## src/rtl/gift_cofb_pkg.sv

```systemverilog
// Shared definitions for the GIFT-COFB key-schedule sequencer and its ISE datapath.
package gift_cofb_pkg;

    // One-hot ISE opcodes as seen on ise_op: {fs_keyupdate, keyarrange, keyupdate, swapmove}.
    localparam logic [3:0] OP_NONE        = 4'b0000;
    localparam logic [3:0] OP_SWAPMOVE    = 4'b0001;
    localparam logic [3:0] OP_KEYUPDATE   = 4'b0010;
    localparam logic [3:0] OP_KEYARRANGE  = 4'b0100;
    localparam logic [3:0] OP_FSKEYUPDATE = 4'b1000;

    // The fixsliced key update cycles through this many immediate pairs.
    localparam int FS_PERIOD = 5;

    typedef enum logic [1:0] {
        IDLE    = 2'd0,
        ARRANGE = 2'd1,
        UPDATE  = 2'd2,
        DONE    = 2'd3
    } ks_state_e;

endpackage

```

## src/rtl/gift_cofb_rk_skid.sv

```systemverilog
// One-entry round-key output register with valid/ready handshake.
// A load takes priority over draining so that a word accepted in the same
// cycle as the next issue is replaced without a bubble.
module gift_cofb_rk_skid #(
    parameter int DW = 32,
    parameter int IW = 7
) (
    input  logic          g_clk,
    input  logic          g_resetn,
    input  logic          clear,
    input  logic          load,
    input  logic [DW-1:0] load_data,
    input  logic [IW-1:0] load_idx,
    input  logic          ready,
    output logic          valid,
    output logic [DW-1:0] data,
    output logic [IW-1:0] idx
);

    // Hold the word until it is accepted; clear abandons it outright.
    always_ff @(posedge g_clk or negedge g_resetn) begin
        if (!g_resetn) begin
            valid <= 1'b0;
            data  <= '0;
            idx   <= '0;
        end else if (clear) begin
            valid <= 1'b0;
            data  <= '0;
            idx   <= '0;
        end else if (load) begin
            valid <= 1'b1;
            data  <= load_data;
            idx   <= load_idx;
        end else if (ready) begin
            valid <= 1'b0;
        end
    end

endmodule

```

## src/rtl/gift_cofb_ks_seq.sv

```systemverilog
// Key-schedule sequencer: drives the combinational GIFT-COFB ISE unit one
// operation per cycle and streams the resulting round-key words downstream.
//
// state   | meaning
// --------+-------------------------------------------------------------
// IDLE    | waiting for start; counters held at zero
// ARRANGE | streaming keyarrange words 0..3 from the captured key
// UPDATE  | streaming key-update words 4..NW-1 from stA/stB
// DONE    | single-cycle done pulse, then back to IDLE
module gift_cofb_ks_seq
    import gift_cofb_pkg::*;
#(
    parameter int ROUNDS = 40,
    parameter int CNT_W  = 7
) (
    input  logic             g_clk,
    input  logic             g_resetn,
    input  logic             start,
    input  logic             abort,
    input  logic             mode,
    input  logic [127:0]     key,
    output logic [3:0]       ise_op,
    output logic [4:0]       ise_imm,
    output logic [31:0]      ise_rs1,
    input  logic [31:0]      ise_rd,
    output logic             rk_valid,
    input  logic             rk_ready,
    output logic [31:0]      rk_data,
    output logic [CNT_W-1:0] rk_idx,
    output logic             busy,
    output logic             done
);

    localparam int              NW     = 2 * ROUNDS;
    localparam logic [CNT_W-1:0] NW_C   = CNT_W'(NW);
    localparam logic [CNT_W-1:0] LAST_C = CNT_W'(NW - 1);
    localparam logic [CNT_W-1:0] ARR_LAST_C = CNT_W'(3);
    localparam logic [2:0]       M_LAST_C   = 3'(FS_PERIOD - 1);

    ks_state_e        state_q, state_d;
    logic             mode_q;
    logic [31:0]      kbuf_q [4];
    logic [31:0]      st_a_q, st_b_q;
    logic [CNT_W-1:0] issued_q, accepted_q;
    logic [2:0]       m_q;

    logic in_run;
    logic issue;
    logic accept;
    logic clear;
    logic arrange_phase;

    assign in_run        = (state_q == ARRANGE) || (state_q == UPDATE);
    assign issue         = in_run && !abort && (!rk_valid || rk_ready) && (issued_q < NW_C);
    assign accept        = rk_valid && rk_ready;
    assign clear         = abort && (state_q != IDLE);
    // The op is chosen by issue index, not state: word 4 may issue while
    // word 3 is still being accepted in ARRANGE.
    assign arrange_phase = (issued_q < CNT_W'(4));

    assign busy = (state_q != IDLE);
    assign done = (state_q == DONE);

    // State register.
    always_ff @(posedge g_clk or negedge g_resetn) begin
        if (!g_resetn) begin
            state_q <= IDLE;
        end else begin
            state_q <= state_d;
        end
    end

    // Next-state logic; start beats abort in IDLE, abort wins everywhere else.
    always_comb begin
        state_d = state_q;
        unique case (state_q)
            IDLE: begin
                if (start) state_d = ARRANGE;
            end
            ARRANGE: begin
                if (abort) begin
                    state_d = IDLE;
                end else if (accept && (accepted_q == ARR_LAST_C)) begin
                    state_d = UPDATE;
                end
            end
            UPDATE: begin
                if (abort) begin
                    state_d = IDLE;
                end else if (accept && (accepted_q == LAST_C)) begin
                    state_d = DONE;
                end
            end
            DONE: begin
                state_d = IDLE;
            end
            default: begin
                state_d = IDLE;
            end
        endcase
    end

    // ISE drive: opcode, immediate and operand for the word being issued.
    always_comb begin
        ise_op  = OP_NONE;
        ise_imm = '0;
        ise_rs1 = '0;
        if (issue) begin
            if (arrange_phase) begin
                ise_op  = OP_KEYARRANGE;
                ise_imm = {3'b000, issued_q[1:0]};
                ise_rs1 = kbuf_q[issued_q[1:0]];
            end else begin
                ise_rs1 = issued_q[0] ? st_b_q : st_a_q;
                if (mode_q) begin
                    ise_op = OP_KEYUPDATE;
                end else begin
                    ise_op  = OP_FSKEYUPDATE;
                    ise_imm = {1'b0, m_q, issued_q[0]};
                end
            end
        end
    end

    // Key capture, running key state and the issue/accept counters.
    always_ff @(posedge g_clk or negedge g_resetn) begin
        if (!g_resetn) begin
            mode_q     <= 1'b0;
            for (int k = 0; k < 4; k++) kbuf_q[k] <= '0;
            st_a_q     <= '0;
            st_b_q     <= '0;
            issued_q   <= '0;
            accepted_q <= '0;
            m_q        <= '0;
        end else if (state_q == IDLE) begin
            if (start) begin
                mode_q <= mode;
                for (int k = 0; k < 4; k++) kbuf_q[k] <= key[32*k +: 32];
            end
            issued_q   <= '0;
            accepted_q <= '0;
            m_q        <= '0;
        end else if (abort || (state_q == DONE)) begin
            issued_q   <= '0;
            accepted_q <= '0;
            m_q        <= '0;
        end else begin
            if (issue) begin
                issued_q <= issued_q + 1'b1;
                // Words 2/3 seed the even/odd update chains; later words advance them.
                if (issued_q >= CNT_W'(2)) begin
                    if (issued_q[0]) st_b_q <= ise_rd;
                    else             st_a_q <= ise_rd;
                end
                if (!arrange_phase && issued_q[0]) begin
                    m_q <= (m_q == M_LAST_C) ? 3'd0 : m_q + 3'd1;
                end
            end
            if (accept && (accepted_q < NW_C)) begin
                accepted_q <= accepted_q + 1'b1;
            end
        end
    end

    gift_cofb_rk_skid #(
        .DW (32),
        .IW (CNT_W)
    ) u_rk_skid (
        .g_clk     (g_clk),
        .g_resetn  (g_resetn),
        .clear     (clear),
        .load      (issue),
        .load_data (ise_rd),
        .load_idx  (issued_q),
        .ready     (rk_ready),
        .valid     (rk_valid),
        .data      (rk_data),
        .idx       (rk_idx)
    );

endmodule

```

## config.mk

```make
export PLATFORM = sky130hd
export DESIGN_NAME = gift_cofb_ks_seq
export DESIGN_NICKNAME = d
export VERILOG_FILES = /design/src/rtl/gift_cofb_pkg.sv /design/src/rtl/gift_cofb_rk_skid.sv /design/src/rtl/gift_cofb_ks_seq.sv
export SDC_FILE = /design/constraint.sdc
export NUM_CORES = 1
export LEC_CHECK = 0
export ABC_AREA = 1
export CAP_MARGIN = 20
export CORE_ASPECT_RATIO = 1.1
export CORE_MARGIN = 2
export CORE_UTILIZATION = 50
export CTS_CLUSTER_SIZE = 30
export DETAILED_ROUTE_END_ITERATION = 16
export PLACE_DENSITY = 0.82
export REMOVE_ABC_BUFFERS = 1
export SYNTH_ARGS = -nofsm -noshare
export SYNTH_HDL_FRONTEND = slang
export SYNTH_SLANG_ARGS = --single-unit
```

## constraint.sdc

```tcl
create_clock -name g_clk -period 2.5 [get_ports g_clk]
set_input_delay 0.75 -clock g_clk [delete_from_list [all_inputs] [get_ports g_clk]]
set_output_delay 0.75 -clock g_clk [all_outputs]
set_load 0.1 [all_outputs]
```

==> results of run 1 <==
==> what timing repair did <==
item / 4_1_cts / 5_1_grt
hold endpoints to repair: 0 / 0
gates resized for setup: 101 / 42
pin swaps: 7 / 13
hold buffers: 0 / 0
endpoints found under the setup margin: 39 / 71
setup buffers: 8 / 5
gates cloned: 1 / 3
==> logic make-up after synthesis <==
family | count (synthesis) | synth area share
AOI/OAI and AO/OA | 261 | 0.116
xor gates and xnor gates | 2 | 0.00150
adders and majority gates | 9 | 0.00963
buffers and inverters | 183 | 0.0668
DFF | 252 | 0.539
muxes | 129 | 0.124
other | 1 | 0.000321
and+or+nand+nor | 412 | 0.142
==> state kept, by name (all words and copies together), names as in the netlist, 3 cells and up <==
signal and count:
m_q 3, st_a_q 32, u_rk_skid.data 32, st_b_q 32, u_rk_skid.idx 7, kbuf_q 128, issued_q 7, accepted_q 7
==> per-layer routing <==
metal  share of wire  global-route usage  vias up  routed length, µm
li1                -                   -     4642                  -
met1            0.39               0.355     4981              13900
met2            0.51               0.483      420              17900
met3           0.067              0.0367       93               2370
met4           0.037               0.104        0               1310
met5               0                   0        -                  0
==> path summary, 6_finish.rpt <==
path | to | slack [ns] | cells past startpoint
worst min register to register | st_a_q[22] | 0.49 | 2
worst max-delay path | ise_rs1[16] | -0.57 | 11
min in group g_clk | st_a_q[22] | 0.49 | 2
worst max register to register | st_a_q[24] | 0.13 | 14
worst min-delay path | kbuf_q[5] | 0.23 | 1
max in group asynchronous | kbuf_q[56] | 1.50 | 2
==> per-stage QoR <==
stage | setup TNS (ns) | hold WS (ns) | utilization | cell area, µm² | instances
floorplan | -407.70 | 0.454 | - | 11300 | 1172
global placement | -37.25 | 0.471 | 0.659 | 15100 | 1774
detailed placement | -40.48 | 0.479 | 0.659 | 15100 | 1774
CTS | -19.30 | 0.250 | 0.714 | 16400 | 1828
global route | -24.20 | 0.281 | 0.725 | 16600 | 1836
finish | -19.93 | 0.225 | 0.725 | 16600 | 1837
==> critical path: cells and delay by family, from the launching register on <==
| kind | cells | cell delay (ns) |
|---|---|---|
| buf+inv | 5 | 0.61 |
| flops | 1 | 0.37 |
| compound gates | 1 | 0.09 |
| simple gates | 4 | 0.48 |
| fa+ha+maj | 1 | 0.26 |
==> layout make-up <==
class / count / share of cell area
flip-flops and latches: 252 / 0.380
multi-input cells: 815 / 0.308
clock inverters: 15 / 0.00768
repair buffers: 319 / 0.218
diodes: 1 / 0.000151
well taps: 300 / 0.0226
clock buffers: 30 / 0.0400
inverters: 105 / 0.0237
==> Yosys cell counts, types with 2 or more instances <==
cell	number	area [µm²]
nor2_4	3	33.8
buf_1	3	11.3
nor2_1	83	312
o21ai_0	184	921
o21ai_1	25	125
nand4_1	5	31.3
ha_1	9	113
o211ai_1	7	52.6
inv_1	103	387
nand2_1	272	1020
or2_2	2	12.5
o22ai_1	31	194
mux2_2	129	1450
nor3_1	2	10.0
a21oi_1	14	70.1
clkbuf_1	33	124
buf_4	4	30.0
xor2_1	2	17.5
dfrtp_1	252	6310
nand3_1	38	190
nor2_2	4	25.0
buf_2	32	160
buf_6	5	56.3
==> power by group through the flow <==
| stage | Sequential (mW) | Combinational, mW | Clock, mW |
|---|---|---|---|
| after floorplan | 7.40 | 4.09 | 0 |
| after global placement | 6.05 | 7.99 | 0 |
| after detailed placement | 6.14 | 8.14 | 0 |
| after CTS | 6.09 | 8.49 | 3.71 |
| after global routing | 6.27 | 9.32 | 3.88 |
| final | 6.11 | 8.90 | 3.66 |
==> cell usage in the layout (no fill, tap or decap), types with 5 or more instances in the layout <==
cell / n
buf_6: 5
buf_12: 58
nand3_1: 36
nor2_4: 13
nand2_4: 5
nand4_1: 5
clkbuf_16: 27
dfrtp_1: 248
buf_4: 86
o21ai_0: 162
clkinv_2: 12
inv_2: 6
ha_1: 7
o22ai_1: 31
a21oi_1: 13
nor2_2: 6
mux2_2: 129
inv_1: 99
clkdlybuf4s50_1: 162
nand2_1: 249
o21ai_1: 21
nand2_2: 20
o21ai_4: 26
o211ai_1: 7
nor2_1: 71
==> flow_metrics.tcl, run 1 <==
set metrics [dict create \
    finalCriticalPeriod_ns 3.07 \
    synth.yosys.seq_area_share 0.539 \
    ys_types 30 \
    setup_viol 39 \
    internal_power_mw 10.8 \
    min_path_type "input pin to asynchronous set/reset pin" \
    seqPwrFrac 0.327 \
    grt_usage 0.277 \
    r2r-start "state_q[1]" \
    cp-start-kind "flop" \
    rsz0062_at_grt "true" \
    cp_data_arrival_time_ns 2.32 \
    yosys_warnings 0 \
    die_height_um 164 \
    clockBufferDepth 3 \
    port-buffer-count 246 \
    cp.required_ns 1.75 \
    clock_latency_ns 0.52 \
    die_x_um 150 \
    hold_viol 0 \
    core_area_um2 22900 \
    vdd_drop_max_uv 896 \
    violations "negative setup slack" \
    dp_slack_ns -0.744 \
    p_leak_nw 7.40 \
    cts_sinks 252 \
    grt_max_degree 85 \
    syn_inst 1249 \
    nFillCells 1558 \
    top_level_ports 249 \
    cts-buffers-inserted 25 \
    crit_fanout 7 \
    p_per_area_nw_per_um2 1120 \
    clkPwrFrac 0.196 \
    slowest_delay_ns 0.37 \
    num_vias 10100 \
    antenna_found_initial 0 \
    syn_to_final_growth_pct 42.1 \
    dr.pass1.iters 6 \
    drv_slew 0 \
    crit_start "state_q[1]" \
    max_freq_mhz 326 \
    outcome "complete, but fails checks" \
    gp_congestion 0.866 \
    dp_hpwl_um 22500 \
    finalCritPeriodShare 1.23 \
    ys.flop_type "dfrtp_1" \
    avgSynthCellArea_um2 9.36 \
    wl_um 35500 \
    end_kind "primary output" \
    grt_overflow 0 \
    h-tree-depth 1 \
    clk_pin_slew_worst_paths_ns 0.06 \
    p_sw_frac 0.422 \
    worstSetupPathType "flop to primary output" \
    grt_pass1_vias 10400 \
    multi_input_area_um2 5110 \
    cp_slowest_cell "dfrtp_1" \
    ff_latch_area_um2 6310 \
    start_util 0.510 \
    synth_edf_count 0 \
    via_per_inst 5.52 \
    finalClockSkew_ns 0.0137 \
    drv_cap 0 \
    nets 1693 \
    antenna_left 0 \
    syn_area_um2 11700 \
    wl_per_cell_um 19.3 \
    p_comb_frac 0.477 \
    drc 0 \
    layout-drive-gt1-share 0.270 \
    path_cells "inv_2, ha_4, inv_2, nor2_4, nand3_4, nor2_4, buf_12, clkbuf_16, nand2_2, o21ai_4, buf_12" \
    dr.first_iter.drc_count 722 \
    async_flop_share 1.00 \
    slew_headroom 0.556 \
    die_area_um2 24600 \
    grt_pass1_wl_um 53800 \
    tightest_slew_ns 0.666 \
    power.total_mw 18.7 \
    power_switching_mw 7.88 \
    ys_ff_latch 252 \
    core.rowCount 58 \
    cts_root_buffer "clkbuf_16" \
    cts_tree "done" \
    fin_ws_ns -0.570 \
]
(Power assumes the default switching activity.)
==> inputs of run 2 (changes only) <==
Settings changed: CAP_MARGIN 20 to unset.
Clock period 2.5 ns to 3.5 ns, I/O delays scaled along.
==> run 2 against run 1 <==
The run now ends clean. Critical path depth unchanged. Cell area decreased by 2.7%. Clock-buffer cell count increased by 5. Critical path type is now input pin to primary output. Clock power decreased by 34%. Final cell count decreased by 1.6%. Non-clock buffer count decreased by 22. Total power decreased by 31%.
==> flow_metrics.tcl, run 2 (synthesized netlist as in run 1, its figures left out) <==
set metrics [dict create \
    met3_usage 0.0464 \
    cts_root_buffer "clkbuf_16" \
    cts_tree "done" \
    clock_latency_ns 0.51 \
    gp_congestion 0.846 \
    seqPwrFrac 0.338 \
    antenna-diode-count 0 \
    start_util 0.510 \
    max_freq_mhz 289 \
    cp.required_ns 2.45 \
    wl_um 34200 \
    grt_usage 0.273 \
    largest_reg_flops 128 \
    slew_headroom 0.285 \
    min_path_type "flop to flop" \
    die_area_um2 24600 \
    setup_viol 0 \
    crit_fanout 6 \
    cp_slowest_cell "buf_12" \
    worstHoldEndpoint "st_a_q[22]" \
    core_area_um2 22900 \
    r2r_slack_ns 1.05 \
    nets 1671 \
    tightest_slew_ns 1.07 \
    slowest_delay_ns 0.20 \
    cp-start-kind "input pin" \
    syn_to_final_growth_pct 38.2 \
    power.total_mw 12.9 \
    clk_pin_slew_worst_paths_ns 0.06 \
    clockBufferDepth 3 \
    cts_sinks 252 \
    hold_viol 0 \
    final_common_cell "nand2_1" \
    r2r-start "state_q[0]" \
    die_x_um 150 \
    final_cell_mix "nand2_1, dfrtp_1, o21ai_0" \
    clkPwrFrac 0.186 \
    r2r_cells 13 \
    die_height_um 164 \
    outcome "complete, no violations" \
    grt_max_degree 91 \
    antenna_found_initial 0 \
    layout-drive-gt1-share 0.243 \
    antenna_left 0 \
    grt_pass1_vias 10200 \
    dp_hpwl_um 21600 \
    dr.first_iter.drc_count 600 \
    vdd_drop_max_uv 713 \
    num_vias 9975 \
    finalClockSkew_ns 0.00918 \
    end_kind "primary output" \
    hp-start "st_a_q[22]" \
    path_cells "clkdlybuf4s15_1, inv_1, nand2_2, buf_6, nand3_4, nor2_4, buf_6, buf_16, nand2_1, o21ai_4, buf_12" \
    fin_util 0.705 \
    grt_util_met1 0.344 \
    finalCriticalPeriod_ns 3.46 \
    grt_pass1_wl_um 52900 \
    worstSetupPathType "input pin to primary output" \
    dr.pass1.iters 5 \
    grt_overflow 0 \
    top_level_ports 249 \
    drv_slew 0 \
    drv_cap 0 \
    p_sw_frac 0.424 \
    cts-buffers-inserted 25 \
    via_per_inst 5.52 \
    cts_hold_buffers 0 \
    wl_per_cell_um 18.9 \
    drc 0 \
    p_leak_nw 7.23 \
    top_usage_layer "met2" \
    nFillCells 1624 \
    path_common_cell "buf_6" \
    core.rowCount 58 \
    internal_power_mw 7.42 \
    dpl_cell_area_um2 14900 \
    final_area_um2 16200 \
    port-buffer-count 246 \
    r2r-end "st_a_q[8]" \
    largest_register "kbuf_q" \
    use_met2 0.460 \
    finalCritPeriodShare 0.988 \
    worstHoldPathCells 2 \
    cp_data_arrival_time_ns 2.41 \
    p_comb_frac 0.477 \
    h-tree-depth 1 \
    power_switching_mw 5.47 \
    p_per_area_nw_per_um2 798 \
]
[run 2: changes by cell type in the layout (fill, tap and decap cells not counted), sizes merged]
cell	before	now
clkinvlp	1	0
clkbuf	32	37
diode	1	0
bufinv	2	0
dlygate4sd2	1	0
clkdlybuf4s15	0	1
buf	153	132
clkinv	12	4
dlymetal6s2s	1	0
[run 2: area by class of cell]
type                    count  area, µm²  share of cell area
inverters                 105        397              0.0245
clock inverters             4       20.0             0.00124
flip-flops and latches    252       6310               0.390
repair buffers            297       3360               0.208
well taps                 300        375              0.0232
multi-input cells         815       5010               0.310
clock buffers              35        683              0.0423
[run 2: critical path, delay by kind of cell]
family / cells / cell delay, ns
compound gates: 1 / 0.11
buf+inv: 6 / 0.84
simple gates: 4 / 0.40
[run 2: power groups by stage]
stage               clock network, mW  logic (mW)  registers (mW)
CTS                              2.43        6.02            4.34
finish                           2.40        6.15            4.36
global placement                    0        5.55            4.32
global route                     2.55        6.46            4.46
floorplan                           0        2.92            5.29
detailed placement                  0        5.65            4.38
[run 2: worst max path at each step]
stage / start / to / slack, ns / depth (start not counted)
after global placement: rk_ready / ise_rs1[29] / -0.32 / 9
final: rk_ready / ise_rs1[20] / 0.04 / 11
after floorplan: rk_ready / ise_imm[3] / -2.75 / 6
after CTS: issued_q[0] / ise_rs1[3] / 0.001 / 7
after global routing: rk_ready / ise_rs1[20] / -0.04 / 11
after detailed placement: abort / ise_rs1[2] / -0.40 / 8
[run 2: stage by stage]
step / setup WS, ns / std cells / hold slack, ns / TNS [ns]
final: 0.0434 / 1808 / 0.492 / 0
after global routing: -0.0398 / 1808 / 0.509 / -0.0559
after global placement: -0.323 / 1757 / 0.474 / -8.66
after floorplan: -2.75 / 1172 / 0.462 / -220.00
after CTS: 0.00103 / 1804 / 0.494 / 0
after detailed placement: -0.402 / 1757 / 0.481 / -9.24
[run 2: repair_timing]
| action | in CTS | in global routing |
|---|---|---|
| gates cloned | 3 | 2 |
| resized for setup | 81 | 37 |
| setup endpoints to repair | 39 | 35 |
| setup buffers | 5 | 2 |
| pin swaps | 3 | 5 |
[run 2: metal layers]
metal | vias to the layer above | share of wire
met5 | - | 0
met4 | 0 | 0.049
met3 | 97 | 0.060
met2 | 385 | 0.49
met1 | 4892 | 0.40
li1 | 4601 | -
==> inputs of run 3 (changes only) <==
Settings changed: GPL_TIMING_DRIVEN set to 0.
==> run 3 against run 2 <==
Critical path type unchanged. Cell area rose by 3.5%. Highest routed layer unchanged. Worst setup slack got worse by 0.20 ns. Sequential share of layout area fell by 1.3 points. The run now ends with negative setup slack left.
==> flow_metrics.tcl, run 3 (synthesized netlist as in run 1, its figures left out) <==
set metrics [dict create \
    outcome "complete, but fails checks" \
    violations "negative setup slack" \
    syn_to_final_growth_pct 43.0 \
    die_area_um2 24600 \
    nFillCells 1516 \
    cp.required_ns 2.45 \
    start_util 0.510 \
    antenna_left 0 \
    final_area_um2 16700 \
    layout-drive-gt1-share 0.236 \
    dp_slack_ns -2.78 \
    dp_hpwl_um 20500 \
    cts_tree "done" \
    tightest_slew_ns 1.06 \
    multi_input_area_um2 5270 \
    finalClockSkew_ns 0.0182 \
    cp-start-kind "input pin" \
    gp_congestion 0.798 \
    via_per_inst 5.69 \
    seqPwrFrac 0.321 \
    drv_cap 0 \
    final_common_cell "dfrtp_1" \
    power.total_mw 13.7 \
    cts-buffers-inserted 26 \
    clock_latency_ns 0.53 \
    slew_headroom 0.291 \
    cts_sinks 252 \
    cp_data_arrival_time_ns 2.61 \
    dr.first_iter.drc_count 624 \
    p_per_area_nw_per_um2 821 \
    min_path_type "input pin to asynchronous set/reset pin" \
    max_freq_mhz 273 \
    clockBufferDepth 3 \
    core.rowCount 58 \
    dr.pass1.iters 5 \
    finalCriticalPeriod_ns 3.66 \
    antenna_found_initial 1 \
    cts_hold_buffers 0 \
    ff_latch_area_um2 6310 \
    finalCritPeriodShare 1.05 \
    worstSetupPathType "input pin to primary output" \
    dpl_cell_area_um2 14400 \
    crit_fanout 7 \
    p_sw_frac 0.424 \
    die_height_um 164 \
    top_level_ports 249 \
    hold_viol 0 \
    largest_reg_flops 128 \
    internal_power_mw 7.91 \
    fin_ws_ns -0.160 \
    clkPwrFrac 0.200 \
    grt_overflow 0 \
    wl_per_cell_um 21.3 \
    grt_max_degree 121 \
    rsz0062_at_grt "true" \
    num_vias 10400 \
    drc 0 \
    drv_slew 0 \
    grt_usage 0.305 \
    grt_pass1_wl_um 58200 \
    vdd_drop_max_uv 689 \
    nets 1684 \
    die_x_um 150 \
    fin_util 0.729 \
    h-tree-depth 1 \
    p_leak_nw 7.33 \
    power_switching_mw 5.82 \
    wl_um 38800 \
    core_area_um2 22900 \
    cts_root_buffer "clkbuf_16" \
    setup_viol 31 \
    largest_register "kbuf_q" \
    end_kind "primary output" \
    grt_pass1_vias 10900 \
    clk_pin_slew_worst_paths_ns 0.06 \
    port-buffer-count 246 \
    final_cell_mix "dfrtp_1, nand2_1, clkdlybuf4s50_1" \
    p_comb_frac 0.479 \
]
run 3: final timing paths:
path | cells past startpoint | from | slack (ns) | endpoint
worst max-delay path | 11 | rk_ready | -0.16 | ise_rs1[19]
worst min-delay path | 1 | g_resetn | 0.38 | kbuf_q[37]
worst max register to register | 16 | state_q[1] | 0.14 | st_a_q[7]
worst min register to register | 2 | st_a_q[21] | 0.49 | st_a_q[21]
max in group asynchronous | 2 | g_resetn | 2.22 | st_b_q[29]
min in group g_clk | 2 | st_a_q[21] | 0.49 | st_a_q[21]
run 3: power groups by stage:
stage | Sequential [mW] | Clock [mW] | Combinational (mW)
3_5_place_dp | 4.41 | 0 | 5.31
6_report | 4.41 | 2.74 | 6.58
2_1_floorplan | 5.29 | 0 | 2.92
5_1_grt | 4.51 | 2.91 | 6.88
4_1_cts | 4.36 | 2.75 | 6.25
3_3_place_gp | 4.43 | 0 | 5.21
run 3: area by class of cell:
class                      instances  share of cell area
antenna                            2            0.000299
clock buffer                      37              0.0462
clock inverter                     6             0.00329
inverter                         105              0.0243
multi-input combinational        823               0.315
sequential                       252               0.378
tap                              300              0.0224
timing repair buffer             301               0.211
run 3: metal layers:
| metal | share of wire | wire, µm | track usage |
|---|---|---|---|
| met3 | 0.071 | 2760 | 0.0511 |
| met4 | 0.035 | 1360 | 0.107 |
| met1 | 0.38 | 14700 | 0.379 |
| met2 | 0.51 | 20000 | 0.538 |
| met5 | 0 | 0 | 0 |
run 3: worst max-delay path, cell delays in order:
cell and delay, ns:
dlygate4sd2_1 0.23, inv_1 0.06, nand2_2 0.08, buf_6 0.12, nand3_4 0.12, buf_6 0.19
nor2_4 0.20, buf_12 0.19, nand2_2 0.07, o21ai_2 0.09, buf_12 0.20
run 3: metrics by stage:
step / setup TNS [ns] / std cells / hold WS, ns
2_1_floorplan: -220.00 / 1172 / 0.462
3_3_place_gp: -3245.09 / 1718 / 0.474
3_5_place_dp: -137.53 / 1728 / 0.481
4_1_cts: -1.03 / 1816 / 0.369
5_1_grt: -4.88 / 1825 / 0.379
6_report: -3.16 / 1826 / 0.381
run 3: timing repair:
| item | in CTS | in global routing |
|---|---|---|
| buffers inserted | 33 | 9 |
| gates resized for setup | 454 | 71 |
| endpoints found under the setup margin | 97 | 39 |
| pin swaps | 18 | 17 |
| gates cloned | 12 | 0 |
